## src/rtl/a2d_pkg.sv

```systemverilog
// Shared types and constants for the serial ADC interface.
// mk_cmd builds the channel-select command word that is sent in both SPI frames.
package a2d_pkg;
  typedef enum logic [2:0] {IDLE, FRAME1, GAP, FRAME2, DONE} state_e;

  localparam int FRAME_BITS = 16;
  localparam int CMD_CH_LSB = 11;
  localparam int RES_BITS   = 12;

  function automatic logic [FRAME_BITS-1:0] mk_cmd(input logic [2:0] ch);
    logic [FRAME_BITS-1:0] c;
    c = '0;
    c[CMD_CH_LSB +: 3] = ch;
    return c;
  endfunction
endpackage

```

## src/rtl/a2d_spi_shift.sv

```systemverilog
// SPI frame engine: SCLK divider, 4-bit bit counter and a 16-bit shift register.
// It also times the inter-frame gap, so the top level needs no counter of its own.
module a2d_spi_shift
  import a2d_pkg::*;
#(
  parameter int SCLK_DIV = 32
) (
  input  logic                  clk,
  input  logic                  rst,
  input  logic                  load,
  input  logic                  frame,
  input  logic                  gap,
  input  logic [FRAME_BITS-1:0] cmd,
  input  logic                  miso,
  output logic                  sclk,
  output logic                  mosi,
  output logic [RES_BITS-1:0]   rx,
  output logic                  frame_done,
  output logic                  gap_done
);
  localparam int CW = $clog2(SCLK_DIV);
  localparam logic [CW-1:0] LAST = CW'(SCLK_DIV - 1);
  localparam logic [CW-1:0] RISE = CW'(SCLK_DIV / 2 - 1);

  logic [CW-1:0]         cnt_q, cnt_d;
  logic [3:0]            bit_q, bit_d;
  logic [FRAME_BITS-1:0] shift_q, shift_d;
  logic                  sclk_q, sclk_d;
  logic                  mosi_q, mosi_d;
  logic                  at_rise, at_fall, last_bit;

  assign at_rise    = frame && (cnt_q == RISE);
  assign at_fall    = frame && (cnt_q == LAST);
  assign last_bit   = (bit_q == 4'd15);
  assign frame_done = at_fall && last_bit;
  assign gap_done   = gap && (cnt_q == LAST);

  // A load is the implicit SCLK fall that opens a frame, so the first MOSI bit goes out with it.
  always_comb begin
    cnt_d   = cnt_q;
    bit_d   = bit_q;
    shift_d = shift_q;
    sclk_d  = sclk_q;
    mosi_d  = mosi_q;
    if (load) begin
      cnt_d   = '0;
      bit_d   = '0;
      shift_d = cmd;
      sclk_d  = 1'b0;
      mosi_d  = cmd[FRAME_BITS-1];
    end else begin
      if (frame || gap) cnt_d = (cnt_q == LAST) ? '0 : cnt_q + 1'b1;
      else              cnt_d = '0;
      if (at_rise) begin
        shift_d = {shift_q[FRAME_BITS-2:0], miso};
        sclk_d  = 1'b1;
      end
      // After the 16th period SCLK stays high into the gap/idle instead of falling.
      if (at_fall) begin
        bit_d = bit_q + 4'd1;
        if (!last_bit) begin
          sclk_d = 1'b0;
          mosi_d = shift_q[FRAME_BITS-1];
        end else begin
          mosi_d = 1'b0;
        end
      end
    end
  end

  always_ff @(posedge clk) begin
    if (rst) begin
      cnt_q   <= '0;
      bit_q   <= '0;
      shift_q <= '0;
      sclk_q  <= 1'b1;
      mosi_q  <= 1'b0;
    end else begin
      cnt_q   <= cnt_d;
      bit_q   <= bit_d;
      shift_q <= shift_d;
      sclk_q  <= sclk_d;
      mosi_q  <= mosi_d;
    end
  end

  assign sclk = sclk_q;
  assign mosi = mosi_q;
  assign rx   = shift_q[RES_BITS-1:0];
endmodule

```

## src/rtl/a2d_intf.sv

```systemverilog
// SPI master doing one two-frame conversion per strt_cnv on the 8-channel 12-bit ADC.
// Holds the conversion FSM, channel latch and the registered outputs.
module a2d_intf
  import a2d_pkg::*;
#(
  parameter int SCLK_DIV = 32
) (
  input  logic        clk,
  input  logic        rst,
  input  logic        strt_cnv,
  input  logic [2:0]  chnnl,
  output logic        cnv_cmplt,
  output logic [11:0] A2D_res,
  output logic        SS_n,
  output logic        SCLK,
  output logic        MOSI,
  input  logic        MISO
);
  state_e                state_q, state_d;
  logic [2:0]            ch_q, ch_d;
  logic                  cmplt_q, cmplt_d;
  logic [RES_BITS-1:0]   res_q, res_d;
  logic                  ss_n_q, ss_n_d;
  logic                  load, frame, gap, frame_done, gap_done, accept;
  logic [RES_BITS-1:0]   rx;

  a2d_spi_shift #(.SCLK_DIV(SCLK_DIV)) u_shift (
    .clk        (clk),
    .rst        (rst),
    .load       (load),
    .frame      (frame),
    .gap        (gap),
    .cmd        (mk_cmd(ch_d)),
    .miso       (MISO),
    .sclk       (SCLK),
    .mosi       (MOSI),
    .rx         (rx),
    .frame_done (frame_done),
    .gap_done   (gap_done)
  );

  always_ff @(posedge clk) begin
    if (rst) state_q <= IDLE;
    else     state_q <= state_d;
  end

  always_comb begin
    state_d = state_q;
    case (state_q)
      IDLE:    if (strt_cnv)   state_d = FRAME1;
      FRAME1:  if (frame_done) state_d = GAP;
      GAP:     if (gap_done)   state_d = FRAME2;
      FRAME2:  if (frame_done) state_d = DONE;
      DONE:                    state_d = IDLE;
      default:                 state_d = IDLE;
    endcase
  end

  // cmd is built from ch_d so the first frame carries the channel presented with strt_cnv.
  always_comb begin
    accept  = (state_q == IDLE) && strt_cnv;
    frame   = (state_q == FRAME1) || (state_q == FRAME2);
    gap     = (state_q == GAP);
    load    = accept || gap_done;
    ch_d    = ch_q;
    cmplt_d = cmplt_q;
    res_d   = res_q;
    if (accept) begin
      ch_d    = chnnl;
      cmplt_d = 1'b0;
    end
    if (state_q == DONE) begin
      res_d   = rx;
      cmplt_d = 1'b1;
    end
    ss_n_d = !((state_d == FRAME1) || (state_d == FRAME2));
  end

  always_ff @(posedge clk) begin
    if (rst) begin
      ch_q    <= '0;
      cmplt_q <= 1'b0;
      res_q   <= '0;
      ss_n_q  <= 1'b1;
    end else begin
      ch_q    <= ch_d;
      cmplt_q <= cmplt_d;
      res_q   <= res_d;
      ss_n_q  <= ss_n_d;
    end
  end

  assign cnv_cmplt = cmplt_q;
  assign A2D_res   = res_q;
  assign SS_n      = ss_n_q;
endmodule

```

## config.mk

```make
export PLATFORM = sky130hd
export DESIGN_NAME = a2d_intf
export DESIGN_NICKNAME = d
export VERILOG_FILES = /design/src/rtl/a2d_pkg.sv /design/src/rtl/a2d_spi_shift.sv /design/src/rtl/a2d_intf.sv
export SDC_FILE = /design/constraint.sdc
export NUM_CORES = 1
export LEC_CHECK = 0
export CORE_UTILIZATION = 45
export CTS_BUF_LIST = sky130_fd_sc_hd__clkbuf_8 sky130_fd_sc_hd__clkbuf_16
export CTS_CLUSTER_DIAMETER = 80
export DETAILED_ROUTE_END_ITERATION = 10
export GPL_TIMING_DRIVEN = 0
export HOLD_SLACK_MARGIN = 0.06
export PLACE_DENSITY = 0.7
export SYNTH_ARGS = -nofsm -noshare
export SYNTH_HDL_FRONTEND = slang
export SYNTH_SLANG_ARGS = --single-unit
export TNS_END_PERCENT = 30
```

## constraint.sdc

```tcl
create_clock -name clk -period 1.6 [get_ports clk]
set_clock_uncertainty 0.05 [all_clocks]
set_input_delay 0.24 -clock clk [delete_from_list [all_inputs] [get_ports clk]]
set_output_delay 0.24 -clock clk [all_outputs]
set_load 0.02 [all_outputs]
```

Yosys cells after proc, flatten, opt, wreduce, memory -nomap -nowiden --
Index checks and enable logic that the tools add are counted. Widths: inputs -> output; s select.
Word-level totals: input port bits 7, word-level logic and storage cells 53, register bits 47
Operators by class: muxes and demuxes 15, reductions and logical operators 15, bitwise logic cells 1, equal/unequal tests 9, $add $sub $neg 2
Operators with widths (count):
- $mux 14 | 2
- $mux 3 | 5
- $pmux 3 s4 | 1
- $eq 3x2->1 const B | 3
- $mux 1 | 7
- $eq 3x1->1 const B | 2
- $add 5x1->5 const B | 1
- $eq 5x4->1 const B | 1
- $eq 5x5->1 const B | 1
- $logic_and 1x1->1 | 5
- $add 4x1->4 const B | 1
- $eq 4x4->1 const B | 1
- $logic_or 1x1->1 | 4
- $reduce_bool 2->1 | 2
- $reduce_or 4->1 | 1
- $eq 3x3->1 const B | 1
- $logic_not 3->1 | 1
- $reduce_or 2->1 | 1
- $logic_not 1->1 | 1
- $not 1->1 | 1

Depth between registers and ports, before layout --
depth after elaboration 9, depth in mapped cells 8

Modules after synthesis --
From an unflattened synthesis, not the netlist that was laid out.
Unflattened totals: cells, all modules 238, area total of the unflattened synthesis 2123.3 sq um
Modules (own cells, without submodules):
- a2d_spi_shift | times used 1, area an instance 1368.8 sq um, cells an instance 155, sequential area each 540.5 sq um
- a2d_intf | times used 1, area an instance 754.5 sq um, cells an instance 83, sequential area each 400.4 sq um

Worst setup path before layout --
Ideal clock, no wire load.
kind reg2reg, from reg u_shift.cnt_q[0], to reg u_shift.bit_q[3], data required time 1.428 ns, library setup time 0.122 ns, setup slack -0.185 ns, buffers on the path 1, data arrival time 1.614 ns, stages on the path, launching flop included 8, cell sequence dfxtp_1 -> ha_1 -> and3_1 -> ha_1 -> mux2i_1 -> o21ai_2 -> buf_4 -> a21oi_1
Between the ends: cells in the longest elaborated chain, start to end 4, elaborated cells between the ends (all ways) 5
Ends and longest elaborated chain:
- from (decl) | RTL line a2d_spi_shift.sv:25 | logic [CW-1:0] cnt_q, cnt_d;
- from (signal assigned) | RTL line a2d_spi_shift.sv:79 | cnt_q <= cnt_d;
- $eq 5x5->1 * | RTL line a2d_spi_shift.sv:33, a2d_spi_shift.sv:36
- $logic_and 1x1->1 | RTL line a2d_spi_shift.sv:36 | assign gap_done = gap && (cnt_q == LAST);
- $logic_or 1x1->1 | RTL line a2d_intf.sv:64 | load = accept || gap_done;
- $reduce_or 2->1 (no source line)
- to (signal assigned) | RTL line a2d_spi_shift.sv:80 | bit_q <= bit_d;
- to (decl) | RTL line a2d_spi_shift.sv:26 | logic [3:0] bit_q, bit_d;
Every way passes the cells marked *; elsewhere a longest branch is shown, timed or not. A chain may end at the register's enable or synchronous reset.

Worst setup path after layout --
from reg u_shift.cnt_q[0], to reg state_q[1]
Between the ends: cells in the longest elaborated chain, start to end 5, elaborated cells between the ends (all ways) 8
Ends and longest elaborated chain:
- $eq 5x5->1 * | RTL line a2d_spi_shift.sv:33, a2d_spi_shift.sv:36
- $logic_and 1x1->1 | RTL line a2d_spi_shift.sv:33 | assign at_fall = frame && (cnt_q == LAST);
- $logic_and 1x1->1 | RTL line a2d_spi_shift.sv:35 | assign frame_done = at_fall && last_bit;
- $mux 3 (on tied branches) | RTL line a2d_intf.sv:53, a2d_intf.sv:51
- $pmux 3 s4 * | RTL line a2d_intf.sv:49 | case (state_q)
- to (signal assigned) | RTL line a2d_intf.sv:44 | else state_q <= state_d;
- to (decl) | RTL line a2d_intf.sv:19 | state_e state_q, state_d;
Marked as above.

==> qor.yml <==
floorplan:
  rows: 22
  chipWidth_um: 65.7
  die_y_um: 65.7
  start_util_pct: 48.4
  io_pins: 23
  dieArea_sq_um: 4310
  core_area_sq_um: 3770
synthesis:
  syn_area_sq_um: 1820
  synth_seq_cells: 47
  synth_fp_nets: 216
  avgSynthCellArea_sq_um: 8.90
  yosys.area_share.simple_pct: 23.3
  synth_compound_area_share_pct: 13.8
  synth_edf_count: 0
  yosysTopAreaCellShare_pct: 51.6
  synthArstFlopShare_pct: 0
  synth.yosys.seq_area_share_pct: 51.6
  synth_area_leaders: "dfxtp_1 52%, nand2_1 11%, a21oi_1 7.7%, ha_1 2.7%, mux2i_1 2.7%"
  synth_xor_area_share_pct: 1.92
  synth.area.mux_share_pct: 2.74
  ys.flop_type: "dfxtp_1"
  synth_top_family_by_area: "simple AND/OR/NAND/NOR gates"
  yosys_warnings: 0
  syn_inst: 205
  synth_fa_ha_area_share_pct: 2.74
  ys_types: 36
  yosysTopAreaCell: "dfxtp_1"
clock_network:
  clk_latency_ps: 300
  cts_buffers: 5
  ctsHtreeMaxLevel: 2
  tritoncts: "done"
  clk_path_buf_depth: 2
  ctsHoldBuffers: 0
  root_buffer: "clkbuf_8"
  cts.clk_slew.worst_paths_ps: 80
  clock-sinks: 47
timing:
  worst_pin_slew_ps: 540
  post-route-period-util_pct: 103
  slew_headroom_pct: 63.7
  hold_violations: 0
  max_clock_freq_mhz: 606
  setup-violations-final: 5
  setup_ws_ps: -49.8
  drv_slew: 0
  rsz0062_at_grt: "yes"
  fin_crit_ps: 1650
worst_setup_path:
  rrSetupSlack_ps: -50
  r2r_start: "u_shift.cnt_q[0]"
  timing.rr.end: "state_q[1]"
  reg2reg_depth: 6
  crit_arrival_ps: 1820
  critPathLaunchType: "register"
  worst_setup_path_end_kind: "register"
  path_max_fanout: 7
  critPathLaunch: "u_shift.cnt_q[0]"
  critPathKind: "reg2reg"
  required_ps: 1770
job:
  cap_violations: 0
global_routing:
  overflow: 0
  grt_pass1_vias: 1323
  grt_pass1_wl_um: 5760
  groute.usage.overall_pct: 17.9
  grt_max_degree: 15
  antenna_found_initial: 0
worst_hold_path:
  min-delay-start: "A2D_res[1]"
  min_to: "A2D_res[1]"
  min_path_cells: 2
  hp-class: "reg2reg"
placement:
  place_congestion: 0.778
  place_inst: 275
  portBuffers: 22
  postPlaceCellArea_sq_um: 2150
  hpwl_um: 2400
finish:
  final_cell_mix: "53 x nand2_1, 44 x dfxtp_1, 24 x a21oi_1"
  n_antenna_cell: 0
  nNetsFinal: 255
  final_util_pct: 65.1
  stdcell_count: 293
  syn2layout_area_growth_pct: 34.6
  drive_gt1_share_pct: 19.2
  final_area_sq_um: 2450
  final_common_cell: "nand2_1"
detailed_routing:
  drt_iter0_drc: 71
  viasPerCell: 5.16
  ant_nets: 0
  drc: 0
  drt_pass1_iterations: 4
  via_count: 1513
  wl_um: 3630
  wl_per_cell_um: 12.4
status:
  status: "finished, violations left"
  violations: "setup timing"
power:
  seqPwrFrac_pct: 51.0
  p_int_uw: 1870
  power.switching_uw: 471
  p_per_area_nw_per_um2: 954
  clockPowerShare_pct: 42.9
  p_leak_uw: 0.000874
  vdd_drop_max_mv: 0.605
  p_comb_share_pct: 6.1
  swShare_pct: 20.1
## layer usage
| layer | vias to the layer above | part of all wire [%] | global-route usage, % |
|---|---|---|---|
| li1 | 770 | - | - |
| met1 | 704 | 46 | 21.3 |
| met2 | 30 | 49 | 29.0 |
| met3 | 9 | 3.1 | 5.21 |
| met4 | 0 | 2.2 | 8.97 |
| met5 | - | 0 | 0 |
## critical path: stages (launching register included)
cell      delay, ps
dfxtp_2         360
ha_4            130
and3_4          180
ha_4            170
nand3b_4        110
or3_4           350
a211oi_2        220
## synthesized netlist by cell type, drive strengths merged, types with 2 or more instances
cell and instances:
xnor2 2, nor3 2, inv 3, a21oi 28
xor2 2, or3 3, dfxtp 47, clkbuf 3
mux2i 5, ha 4, nand2 53, and3b 2
nor4b 2, buf 8, nor2 12, nand3 7
o21ai 5, or2 2, nand3b 2, a211oi 2
## flip-flops by register name (all words and copies together) (netlist names)
register and count:
A2D_res 12, SS_n 1, ch_q 3, cnv_cmplt 1, state_q 3, u_shift.bit_q 4, u_shift.cnt_q 5, u_shift.mosi 1
u_shift.sclk 1, u_shift.shift_q 16
## area by class of cell
cell class              count  area, sq um
fillers                   307         1320
well taps                  48         60.1
clock buffers               5         68.8
multi-input cells         144          908
plain buffers              11         85.1
flip-flops and latches     47          945
clock inverters             3         63.8
repair buffers             32          313
inverters                   3         11.3
## metrics by stage
| stage | setup TNS, ps | power (uW) | hold WS [ps] | setup WS [ps] |
|---|---|---|---|---|
| after floorplan | -38.1 | 1300 | 267 | -23.0 |
| after global placement | -3860 | 1350 | 386 | -293 |
| after detailed placement | -4410 | 1350 | 393 | -330 |
| after CTS | -154 | 2360 | 409 | -62.1 |
| after global routing | -1040 | 2420 | 423 | -140 |
| final | -91.0 | 2340 | 404 | -49.8 |
## power groups by stage
stage / sequential, uW / clock (uW) / combinational [uW]
5_1_grt: 1200 / 1070 / 156
4_1_cts: 1190 / 1020 / 140
3_3_place_gp: 1220 / 0 / 125
3_5_place_dp: 1220 / 0 / 126
6_report: 1190 / 1000 / 143
2_1_floorplan: 1230 / 0 / 77.6
## cell families (layout without fill, tap and decap cells)
| kind of cell | after synthesis | in the layout |
|---|---|---|
| and+or+nand+nor | 89 | 89 |
| DFF | 47 | 47 |
| AOI/OAI and AO/OA | 42 | 42 |
| buffers and inverters | 14 | 54 |
| muxes | 5 | 5 |
| adders and majority gates | 4 | 4 |
| xor gates and xnor gates | 4 | 4 |
## timing repair
item                       4_1_cts  5_1_grt
pin swaps                        3        8
buffers inserted                 6        3
gates cloned                     0        1
setup endpoints to repair       27       32
gates resized for setup         11       10
## worst max-delay path by stage
stage / endpoint / slack, ps / cells after the start
finish: state_q[1] / -50 / 6
global placement: u_shift.shift_q[11] / -290 / 4
CTS: SS_n / -60 / 6
floorplan: SS_n / -20 / 6
global route: state_q[1] / -140 / 6
detailed placement: u_shift.shift_q[11] / -330 / 4
Power figures use the tool's default switching activity.
